===== config.mk =====
export PLATFORM = sky130hd
export DESIGN_NAME = alu_src_a_arbiter
export DESIGN_NICKNAME = d
export VERILOG_FILES = /design/src/rtl/alu_src_a_arbiter.sv
export SDC_FILE = /design/constraint.sdc
export NUM_CORES = 1
export LEC_CHECK = 0
export ABC_CLOCK_PERIOD_IN_PS = 1800
export BUFFER_PORTS_ARGS = -buffer_cell sky130_fd_sc_hd__buf_2
export CAP_MARGIN = 20
export CORE_AREA = 2 2 39 41
export DETAILED_ROUTE_END_ITERATION = 8
export DIE_AREA = 0 0 41 43
export PLACE_DENSITY = 0.79
export SLEW_MARGIN = 10
export SYNTH_ARGS = -nofsm -noshare
export SYNTH_HDL_FRONTEND = slang
export SYNTH_SLANG_ARGS = --single-unit

===== constraint.sdc =====
create_clock -name clk -period 1.8 [get_ports clk]
set_clock_uncertainty 0.2 [all_clocks]
set_input_delay 0.18 -clock clk [delete_from_list [all_inputs] [get_ports clk]]
set_output_delay 0.18 -clock clk [all_outputs]
set_load 0.005 [all_outputs]

===== src/rtl/alu_src_a_arbiter.sv =====
// Round-robin arbiter that hands the ALU operand-A path to one of four requesters
// and drives AluSrcA for the whole operation. Define ALU_ARB_LOCK_EN for Lock support.
module alu_src_a_arbiter #(
    parameter int OP_CYCLES = 2
`ifdef ALU_ARB_LOCK_EN
    ,
    parameter int MAX_LOCK = 4
`endif
) (
    input  logic       clk,
    input  logic       reset,
    input  logic [3:0] Req,
`ifdef ALU_ARB_LOCK_EN
    input  logic       Lock,
`endif
    output logic [3:0] Grant,
    output logic [1:0] AluSrcA,
    output logic       AluStart,
    output logic [3:0] Done,
    output logic       Busy
);

    localparam int CNT_W = (OP_CYCLES > 1) ? $clog2(OP_CYCLES) : 1;
    localparam logic [CNT_W-1:0] CNT_LOAD = CNT_W'(OP_CYCLES - 1);

    typedef enum logic {
        IDLE = 1'b0,
        BUSY = 1'b1
    } state_e;

    state_e           state_q, state_d;
    logic [3:0]       grant_q, grant_d;
    logic [1:0]       src_q, src_d;
    logic             start_q, start_d;
    logic [1:0]       ptr_q, ptr_d;
    logic [CNT_W-1:0] cnt_q, cnt_d;
    logic             relock;

`ifdef ALU_ARB_LOCK_EN
    localparam int LOCK_W = (MAX_LOCK > 1) ? $clog2(MAX_LOCK) : 1;
    logic [LOCK_W-1:0] lock_cnt_q, lock_cnt_d;

    // Extend the current owner only while it still wants the ALU and has lock budget left.
    assign relock = Lock && ((Req & grant_q) != 4'b0000)
                    && (lock_cnt_q < LOCK_W'(MAX_LOCK - 1));
`else
    assign relock = 1'b0;
`endif

    // Round-robin pick: scan downward so the smallest offset from ptr_q wins.
    logic       pick_valid;
    logic [1:0] pick_idx;

    always_comb begin
        pick_valid = 1'b0;
        pick_idx   = ptr_q;
        for (int k = 3; k >= 0; k--) begin
            if (Req[ptr_q + 2'(k)]) begin
                pick_valid = 1'b1;
                pick_idx   = ptr_q + 2'(k);
            end
        end
    end

    // NOTE: every signal written here gets a default first, so no path can infer a latch.
    always_comb begin
        state_d = state_q;
        grant_d = grant_q;
        src_d   = src_q;
        start_d = 1'b0;
        ptr_d   = ptr_q;
        cnt_d   = cnt_q;
`ifdef ALU_ARB_LOCK_EN
        lock_cnt_d = lock_cnt_q;
`endif
        case (state_q)
            IDLE: begin
                if (pick_valid) begin
                    state_d = BUSY;
                    grant_d = 4'b0001 << pick_idx;
                    src_d   = pick_idx;
                    start_d = 1'b1;
                    cnt_d   = CNT_LOAD;
                end
            end
            BUSY: begin
                if (cnt_q != '0) begin
                    cnt_d = cnt_q - CNT_W'(1);
                end else if (relock) begin
                    cnt_d   = CNT_LOAD;
                    start_d = 1'b1;
`ifdef ALU_ARB_LOCK_EN
                    lock_cnt_d = lock_cnt_q + LOCK_W'(1);
`endif
                end else begin
                    // AluSrcA deliberately keeps the last owner's select after release.
                    state_d = IDLE;
                    grant_d = 4'b0000;
                    ptr_d   = src_q + 2'd1;
`ifdef ALU_ARB_LOCK_EN
                    lock_cnt_d = '0;
`endif
                end
            end
            default: state_d = IDLE;
        endcase
    end

    // NOTE: state registers use non-blocking assignments so all of them update together at the edge.
    always_ff @(posedge clk) begin
        if (reset) begin
            state_q <= IDLE;
            grant_q <= 4'b0000;
            src_q   <= 2'b00;
            start_q <= 1'b0;
            ptr_q   <= 2'b00;
            cnt_q   <= '0;
`ifdef ALU_ARB_LOCK_EN
            lock_cnt_q <= '0;
`endif
        end else begin
            state_q <= state_d;
            grant_q <= grant_d;
            src_q   <= src_d;
            start_q <= start_d;
            ptr_q   <= ptr_d;
            cnt_q   <= cnt_d;
`ifdef ALU_ARB_LOCK_EN
            lock_cnt_q <= lock_cnt_d;
`endif
        end
    end

    assign Grant    = grant_q;
    assign AluSrcA  = src_q;
    assign AluStart = start_q;
    assign Busy     = (state_q == BUSY);
    assign Done     = ((state_q == BUSY) && (cnt_q == '0)) ? grant_q : 4'b0000;

endmodule


==> impl_metrics.ini <==
[floorplan]
fp-row-count = 14
core-area_um2 = 1380
num_io_pins = 18
start_util_pct = 40.2
die_area_um2 = 1760
die_h_um = 43
die_x_um = 41

[power_and_ir_drop]
total_power_mw = 0.584
p_leak_nw = 0.334
worst_ir_drop_vdd_mv = 0.350
p_per_area_nw_per_um2 = 841

[placed_design]
hpwlAfterDp_um = 829
placed_area_um2 = 657
pre_cts_slack_ps = 197
io_buffers = 17
place_congestion = 0.802

[worst_setup_path]
required_ps = 1420
worstSetupPathType = reg2out
reg2regPathDepth = 5
rr_endpoint = Grant[0]
critPathLaunchType = flip-flop
worstPathMaxFanout = 8
reg2reg_from = ptr_q[0]
path_depth = 4
arrival_ps = 1230
rrSetupSlack_ps = 220
critPathCapture = Done[0]
crit_path_cell_trace = nor2b_1, buf_4, and2_1, buf_2
path_buf_inv = 2
crit_path_max_incr_delay_ps = 420
critPathLaunch = Busy
cp_slowest_cell = dfxtp_2
crit_family = flip-flops
setup.worst_path.end_class = primary output

[drt]
drtIter0Drc = 9
avgRoutedWirePerCell_um = 11.3
drtAntennaViolNets = 0
wirelength_mm = 1.16
drc = 0
viasPerCell = 5.12
vias = 527
drt_first_pass_iters = 4

[logic_synthesis]
synth_top_family_by_area = simple AND/OR/NAND/NOR gates
yosysSeqAreaShare_pct = 39.6
synth-xor-area-share_pct = 1.57
synthFlopType = dfxtp_1
syn_area_per_cell_um2 = 8.57
ys_seq_elements = 11
yosys_warnings = 0
synth-edff-count = 0
synth_compound_area_share_pct = 16.6
synthMuxAreaShare_pct = 0
async_flop_share_pct = 0
synth-simple-area-share_pct = 39.3
syn_area_um2 = 557
synth_commonest_cells = 11 x dfxtp_1, 7 x nor2_1, 5 x a21oi_1
yosysMostFrequentCell = dfxtp_1
ys_top_cells_by_area = dfxtp_1 40%, nor2_1 4.7%, a21oi_1 4.5%
postSynthCellCount = 65
yosys.area.top_type = dfxtp_1
syn_nets = 71
ys_types = 28
synth_adder_area_share_pct = 0
synth_top_area_share_pct = 39.6

[sta]
min_period_over_period_pct = 89.4
tightest_slew_ps = 358
final-max-slew-violation-count = 0
setup_slack_ps = 191
finalSetupTns_ps = 0
fmax_mhz = 621
slew_headroom_pct = 75.9
setup_viol = 0
period_needed_ps = 1610
rsz0062_at_grt = no
hold_viol = 0
holdWs_ps = 144

[cts]
cts_buffers = 3
clk_pin_slew_ps = 70
cts_root_buffer = clkbuf_4
clock_latency_ps = 280
cts_sinks = 11
cts_max_path_buffers = 2
ctsHtreeMaxLevel = 1
cts_tree = yes

[hold_path]
hp-start = Req[1]
hold_depth = 4
hold_path_class = in2reg

[grt]
grt_pass1_wl_mm = 1.86
antenna_found_initial = 0
grt_pass1_vias = 466
grt_max_degree = 12
grt.overflow.total = 0
globalRouteTotalUtil_pct = 16.1

[finish]
drive_gt1_share_pct = 35.6
synthToLayoutAreaGrowth_pct = 24.7
diodes = 0
final_area_um2 = 694
fin_nets = 94

[flow_run]
cap_violations = 0

[status]
status = finished, final reports clean
-- how the worst min path moves through the flow --
stage / to / slack, ps
floorplan: Busy / 60
global placement: Grant[1] / 260
detailed placement: Grant[3] / 270
CTS: cnt_q / 140
global route: cnt_q / 180
finish: Busy / 140
-- routing by layer --
metal  part of all wire [%]  GRT usage, %
met1                     47          18.7
met2                     44          23.4
met3                    5.1          4.71
met4                    3.9          12.0
met5                      0             0
-- stage by stage --
step,util (%),std cells
5_1_grt,50.2,103
6_report,50.2,103
4_1_cts,50.1,103
3_3_place_gp,47.5,98
2_1_floorplan,-,65
3_5_place_dp,47.5,98
-- flip-flops by register name, summed over array words and instances, names as in the netlist --
register  flops
AluSrcA       2
AluStart      1
Busy          1
Grant         4
cnt_q         1
ptr_q         2
-- worst min-delay path, delay by kind of cell --
family                 cells  cell delay [ps]
and+or+nand+nor            3              300
buffers and inverters      1              110
-- cells in the final DEF, fill, tap and decap left out, types with 2 or more instances in the layout --
cell type / netlist / final
a21oi_1: 5 / 5
nor3_1: 3 / 3
nor2b_1: 3 / 3
nand3_1: 4 / 4
o21ai_0: 2 / 2
nor2_1: 7 / 7
nand2_1: 4 / 4
or4_4: 2 / 2
nand2b_1: 2 / 2
clkbuf_4: 0 / 3
buf_2: 0 / 17
and2_1: 4 / 4
a21oi_2: 2 / 2
dfxtp_1: 11 / 10
-- area by class of cell --
class	instances	area, µm²
clock buffer	4	26.3
fill	135	689
inverter	1	3.75
multi-input combinational	52	320
sequential	11	221
tap	16	20.0
timing repair buffer	19	103
-- cells by family after synthesis --
group	Yosys count
buffers and inverters	2
DFF	11
and+or+nand+nor	37
xor gates and xnor gates	1
AOI/OAI and AO/OA	14
-- power breakdown --
| group | switching, mW | internal, mW | leakage (nW) | total [mW] |
|---|---|---|---|---|
| clock | 0.0922 | 0.0862 | 0.0150 | 0.178 |
| sequential | 0.0208 | 0.265 | 0.0909 | 0.286 |
| combinational | 0.0604 | 0.0590 | 0.228 | 0.119 |
-- repair_timing --
| action | 4_1_cts | 5_1_grt |
|---|---|---|
| endpoints found under the hold margin | 1 | 0 |
| buffers inserted | 0 | 0 |
| resized for setup | 0 | 1 |
| endpoints found under the setup margin | 0 | 4 |
| hold buffers | 1 | 0 |
No activity file was read; power rests on OpenSTA's default activity.
